## src/rtl/gf180mcu_osu_sc_12t_nor_reg_bank_if.sv

```systemverilog
// Bus bundle for the registered NOR bank: pipeline/scan controls, channel
// inputs and registered results. Clock and reset stay outside the bundle.
interface gf180mcu_osu_sc_12t_nor_reg_bank_if #(
   parameter int WIDTH = 4,
   parameter int NIN   = 2
);
   logic                   EN;
   logic                   CLR;
   logic                   SE;
   logic                   SI;
   logic [WIDTH*NIN-1:0]   A;
   logic [WIDTH-1:0]       Y;
   logic                   VALID;
   logic                   SO;

   modport master (output EN, CLR, SE, SI, A, input Y, VALID, SO);
   modport slave  (input EN, CLR, SE, SI, A, output Y, VALID, SO);
endinterface

```

## src/rtl/gf180mcu_osu_sc_12t_nor_reg_bank.sv

```systemverilog
// WIDTH-channel NIN-input NOR bank with a STAGES-deep stallable pipeline.
// The final stage is the output register, which can accumulate hits (STICKY)
// and doubles as a WIDTH-long mux-scan shift chain.
module gf180mcu_osu_sc_12t_nor_reg_bank #(
   parameter int WIDTH  = 4,
   parameter int NIN    = 2,
   parameter int STAGES = 1,
   parameter int STICKY = 0
) (
   input  logic CLK,
   input  logic RST,
   gf180mcu_osu_sc_12t_nor_reg_bank_if.slave bus
);

   logic [WIDTH-1:0]  f;
   logic [WIDTH-1:0]  y_in;
   logic [WIDTH-1:0]  y_q, y_d;
   logic [STAGES-1:0] vld_q, vld_d;
   logic              advance;

   // Scan mode freezes everything except the output register.
   assign advance = bus.EN & ~bus.SE;

   // Per-channel NOR reduction.
   always_comb begin
      f = '0;
      for (int i = 0; i < WIDTH; i++) begin
         f[i] = ~|bus.A[i*NIN +: NIN];
      end
   end

   generate
      if (STAGES > 1) begin : g_pipe
         logic [WIDTH-1:0] pipe_q [STAGES-1];

         // Inner stages shift forward on every non-scan EN edge.
         always_ff @(posedge CLK) begin
            if (RST) begin
               for (int k = 0; k < STAGES-1; k++) begin
                  pipe_q[k] <= '0;
               end
            end else if (advance) begin
               pipe_q[0] <= f;
               for (int k = 1; k < STAGES-1; k++) begin
                  pipe_q[k] <= pipe_q[k-1];
               end
            end
         end

         assign y_in = pipe_q[STAGES-2];
      end else begin : g_direct
         assign y_in = f;
      end
   endgenerate

   // Output register next state: scan > clear > advance > hold.
   always_comb begin
      y_d = y_q;
      if (bus.SE) begin
         y_d = {y_q[WIDTH-2:0], bus.SI};
      end else if (bus.CLR) begin
         y_d = '0;
      end else if (bus.EN) begin
         y_d = (STICKY != 0) ? (y_q | y_in) : y_in;
      end
   end

   // Valid chain follows the data; CLR does not touch it.
   always_comb begin
      vld_d = vld_q;
      if (advance) begin
         vld_d[0] = 1'b1;
         for (int k = 1; k < STAGES; k++) begin
            vld_d[k] = vld_q[k-1];
         end
      end
   end

   // Output and valid registers with synchronous reset.
   always_ff @(posedge CLK) begin
      if (RST) begin
         y_q   <= '0;
         vld_q <= '0;
      end else begin
         y_q   <= y_d;
         vld_q <= vld_d;
      end
   end

   assign bus.Y     = y_q;
   assign bus.VALID = vld_q[STAGES-1];
   assign bus.SO    = y_q[WIDTH-1];

endmodule

```

## src/flat_wrapper.sv

```systemverilog
// flat-port wrapper written by rule: the top's interface ports become plain ports
module gf180mcu_osu_sc_12t_nor_reg_bank_flat 
#(
   parameter int WIDTH  = 4,
   parameter int NIN    = 2,
   parameter int STAGES = 1,
   parameter int STICKY = 0
)
  (CLK, RST, bus_EN, bus_CLR, bus_SE, bus_SI, bus_A, bus_Y, bus_VALID, bus_SO);
  gf180mcu_osu_sc_12t_nor_reg_bank_if #(.WIDTH(WIDTH), .NIN(NIN)) bus_i ();
  input  logic CLK;
  input  logic RST;
  input wire logic [$bits(bus_i.EN)-1:0] bus_EN;
  input wire logic [$bits(bus_i.CLR)-1:0] bus_CLR;
  input wire logic [$bits(bus_i.SE)-1:0] bus_SE;
  input wire logic [$bits(bus_i.SI)-1:0] bus_SI;
  input wire logic [$bits(bus_i.A)-1:0] bus_A;
  output wire logic [$bits(bus_i.Y)-1:0] bus_Y;
  output wire logic [$bits(bus_i.VALID)-1:0] bus_VALID;
  output wire logic [$bits(bus_i.SO)-1:0] bus_SO;
  assign bus_i.EN = bus_EN;
  assign bus_i.CLR = bus_CLR;
  assign bus_i.SE = bus_SE;
  assign bus_i.SI = bus_SI;
  assign bus_i.A = bus_A;
  assign bus_Y = bus_i.Y;
  assign bus_VALID = bus_i.VALID;
  assign bus_SO = bus_i.SO;
  gf180mcu_osu_sc_12t_nor_reg_bank #(.WIDTH(WIDTH), .NIN(NIN), .STAGES(STAGES), .STICKY(STICKY)) u_core (.CLK(CLK), .RST(RST), .bus(bus_i));
endmodule
```

## config.mk

```make
export PLATFORM = sky130hd
export DESIGN_NAME = gf180mcu_osu_sc_12t_nor_reg_bank_flat
export DESIGN_NICKNAME = d
export VERILOG_FILES = /design/src/rtl/gf180mcu_osu_sc_12t_nor_reg_bank_if.sv /design/src/rtl/gf180mcu_osu_sc_12t_nor_reg_bank.sv /design/src/flat_wrapper.sv
export SDC_FILE = /design/constraint.sdc
export NUM_CORES = 1
export LEC_CHECK = 0
export ABC_AREA = 1
export ABC_CLOCK_PERIOD_IN_PS = 800
export BUFFER_PORTS_ARGS = -buffer_cell sky130_fd_sc_hd__buf_2
export CAP_MARGIN = 10
export CORE_AREA = 2 2 39 41
export DETAILED_ROUTE_END_ITERATION = 6
export DIE_AREA = 0 0 41 43
export GPL_TIMING_DRIVEN = 1
export PLACE_DENSITY_LB_ADDON = 0.15
export SLEW_MARGIN = 20
export SYNTH_ARGS = -nofsm -noshare
export SYNTH_HDL_FRONTEND = slang
export SYNTH_SLANG_ARGS = --single-unit
```

## constraint.sdc

```tcl
create_clock -name CLK -period 0.8 [get_ports CLK]
set_clock_uncertainty 0.05 [all_clocks]
set_input_delay 0 -clock CLK [delete_from_list [all_inputs] [get_ports CLK]]
set_output_delay 0 -clock CLK [all_outputs]
set_load 0.02 [all_outputs]
```

[After elaboration in Yosys (flattened, before gate mapping)]
Index checks and enable logic that the tools add are counted.
Word-level totals
  output and inout port bits: 6
  input port bits: 14
  logic and storage cells: 16
  register bits: 5
Operators by class
  muxes and demuxes: 3
  bitwise operators: 2
  reduce and logical (&&, ||, !) cells: 9
Operator list (count)
  $mux 4: 3
  $reduce_or 2->1: 4
  $logic_not 1->1: 4
  $reduce_bool 3->1: 1
  $and 1x1->1: 1
  $not 1->1: 1

[Longest topological paths before layout]
  depth after elaboration: 5
  gate-level depth with buffers: 5
  mapped depth without buffers: 5

[Worst setup path before layout]
OpenSTA, ideal clock, no wires.
  kind: flip-flop to flip-flop
  start point: reg, netlist name u_core.bus.Y[3]
  end point: reg u_core.y_q[3] (netlist: u_core.bus.Y[3])
  path slack: 5 ps
  path buffers: 0
  period minus slack after synthesis: 795 ps
  arrival: 681 ps
  required time: 686 ps
  library setup time: 64 ps
  cell stages (with the launch flop): 4
  path through: dfxtp_1 > nand3b_1 > nand2_1 > nor2_1
RTL lines
  end signal: assignment: RTL line gf180mcu_osu_sc_12t_nor_reg_bank.sv:85  | y_q <= y_d;
  end: declaration: RTL line gf180mcu_osu_sc_12t_nor_reg_bank.sv:17  | logic [WIDTH-1:0] y_q, y_d;

[Worst setup path after layout]
  start point: reg u_core.vld_q (netlist: u_core.bus.VALID)
  end point: out bus_VALID
RTL lines
  start: declaration: RTL line gf180mcu_osu_sc_12t_nor_reg_bank.sv:18  | logic [STAGES-1:0] vld_q, vld_d;
  start signal: assignment: RTL line gf180mcu_osu_sc_12t_nor_reg_bank.sv:86  | vld_q <= vld_d;
  end: declaration: RTL line flat_wrapper.sv:19  | output wire logic [$bits(bus_i.VALID)-1:0] bus_VALID;
No word-level cell between the ends.

==> flow_summary_export.csv <==
group,metric,value,unit
logic_synthesis,synth-warning-count,0,
sta,fin_tns_setup,0,ns
cts,cts_buffer_depth,2,
sta,max_freq,1300,MHz
sta,hold_viol_final,0,
power,power,738,µW
cts,cts.sinks,5,
sta,holdWs,0.0302,ns
cts,postCtsSetupBuffers,0,
logic_synthesis,synth-xor-area-share,0,%
floorplanning,ioPinCount,20,
routing,drt-initial-drc-count,3,
layout,layout.cells.most_common,"nand2_1",
job,drv_cap,0,
sta,tightest_slew,0.197,ns
logic_synthesis,synth_compound_area_share,1.54,%
routing,ant_nets,0,
worst_setup_path,cp.required,0.75,ns
cts,cts_tree,"done",
worst_setup_path,cp_cell_sequence,"buf_2",
global_route,antenna_found_initial,0,
floorplanning,initial_core_util,23.5,%
worst_hold_path,hold_start,"bus_SI",
logic_synthesis,synth-seq-area-share,30.8,%
cts,cts_buffers,3,
cts,clk_latency,0.24,ns
worst_setup_path,path_depth,1,
global_route,grt_pass1_wl,1.35,mm
worst_setup_path,r2r_cells,3,
sta,rsz0062_at_grt,"yes",
run_status,status,"completed",
routing,drc_errors,0,
routing,drt_pass1_iterations,3,
routing,num_vias,364,
worst_hold_path,holdPathStages,5,
floorplanning,coreArea,0.00138,mm²
logic_synthesis,synth_adder_area_share,0,%
layout,nets,94,
sta,setup_viol,0,
cts,root_buffer,"clkbuf_4",
cts,htree_num_levels,1,
worst_setup_path,crit_fanout,2,
layout,final_util,36.4,%
routing,avgRoutedWirePerCell,7.88,µm
sta,drv_slew,0,
worst_setup_path,crit-reg2reg-launch,"u_core.bus.Y[1]",
routing,drt-total-wl,749,µm
sta,setup_ws,0.0302,ns
global_route,track_usage,11.0,%
logic_synthesis,synth-simple-area-share,51.5,%
layout,drive_gt1_share,39.2,%
logic_synthesis,synth_fp_nets,69,
logic_synthesis,synth-seq-cells,5,
worst_setup_path,cp_num_buf_inv,1,
logic_synthesis,syn-cell-area,325,µm²
worst_setup_path,max_stage_delay,0.32,ns
layout,diodes,0,
worst_setup_path,critical_path_arrival,0.72,ns
layout,area_growth_syn_to_layout,55.0,%
place,place_ws,0.0828,ns
worst_setup_path,critPathSlowestCell,"dfxtp_1",
power,power_density,1460,mW/mm²
logic_synthesis,syn_area_per_cell,5.91,µm²
logic_synthesis,synth_cell_types,11,
global_route,grt_start_max_net_pins,7,
place,portBuffers,19,
floorplanning,rows,14,
logic_synthesis,synthMuxAreaShare,0,%
worst_setup_path,worstSetupPathType,"reg2out",
place,place_congestion,0.655,
layout,final_cell_mix,"nand2_1, buf_2, nor2_1",
power,vdd_ir_drop_max,0.708,mV
worst_setup_path,crit_start,"u_core.bus.VALID",
global_route,gr-total-overflow,0,
worst_setup_path,start_kind,"flop",
floorplanning,die_w,41,µm
worst_hold_path,min_path_type,"in2reg",
floorplanning,die-area,0.00176,mm²
logic_synthesis,synthCells,55,
sta,relSlewSlack,86.8,%
floorplanning,die_y,43,µm
sta,min_period_over_period,96.2,%
power,leakagePower,0.000305,µW
place,dp_hpwl,612,µm
global_route,grt_pass1_vias,374,
cts,clkTransAtPathRegs,0.04,ns
routing,vias_per_cell,3.83,
sta,final.min_clock_period,0.770,ns
logic_synthesis,synth_top_family_by_area,"simple AND/OR/NAND/NOR gates",
worst_setup_path,endpoint_kind,"output port",
worst_setup_path,cpLargestDelayFamily,"flip-flops",
==> state kept, by name (all words and copies together), names as in the netlist <==
name,count
u_core.bus.VALID,1
u_core.bus.Y,4
==> what timing repair did <==
| action | 4_1_cts | 5_1_grt |
|---|---|---|
| gates resized for setup | 2 | 10 |
| pin swaps | 0 | 2 |
| endpoints found under the hold margin | 1 | 0 |
| setup endpoints to repair | 2 | 10 |
| hold buffers | 2 | 0 |
==> through the flow <==
step           area (µm²)  cells
4_1_cts               484     95
5_1_grt               504     95
6_report              504     95
3_5_place_dp          433     89
3_3_place_gp          433     89
2_1_floorplan         325     55
==> cells in the mapped netlist <==
cell type | number | area [µm²]
nand2_2 | 1 | 6.26
nand2_4 | 1 | 11.3
nand3b_1 | 4 | 30.0
inv_1 | 11 | 41.3
nand2_1 | 16 | 60.1
buf_4 | 1 | 7.51
a21oi_1 | 1 | 5.00
nor2_4 | 1 | 11.3
inv_2 | 1 | 3.75
nor2_1 | 13 | 48.8
dfxtp_1 | 5 | 100
==> power by group <==
part	switching (µW)	leakage, µW	internal (µW)
clock network	96.5	0.0000150	188
logic	92.5	0.000247	83.3
registers	10.2	0.0000427	268
total	199	0.000305	539
==> cells by family (layout without fill, tap and decap cells) <==
family,count (synthesis),after routing
simple gates,36,36
buf+inv,13,37
flops,5,5
compound gates,1,1
==> cell type report <==
type,instances,area (µm²)
Clock buffer,4,26.3
Fill cell,170,880
Inverter,12,45.0
Multi-Input combinational cell,37,173
Sequential cell,5,105
Tap cell,16,20.0
Timing Repair Buffer,21,135
==> metal layers <==
layer / part of all wire, % / track usage (%) / routed length (µm) / up-vias
met1: 43 / 11.9 / 325 / 149
li1: - / - / - / 206
met5: 0 / 0 / 0 / -
met4: 0 / 2.00 / 0 / 0
met2: 51 / 18.1 / 383 / 9
met3: 5.5 / 6.28 / 41 / 0
==> final timing paths <==
path / endpoint / slack, ns
max: bus_VALID / 0.03
min: u_core.bus.Y[0] / 0.03
max reg2reg: u_core.bus.Y[1] / 0.07
min reg2reg: u_core.bus.VALID / 0.43
Note: power is estimated with default switching activity, not from simulation.
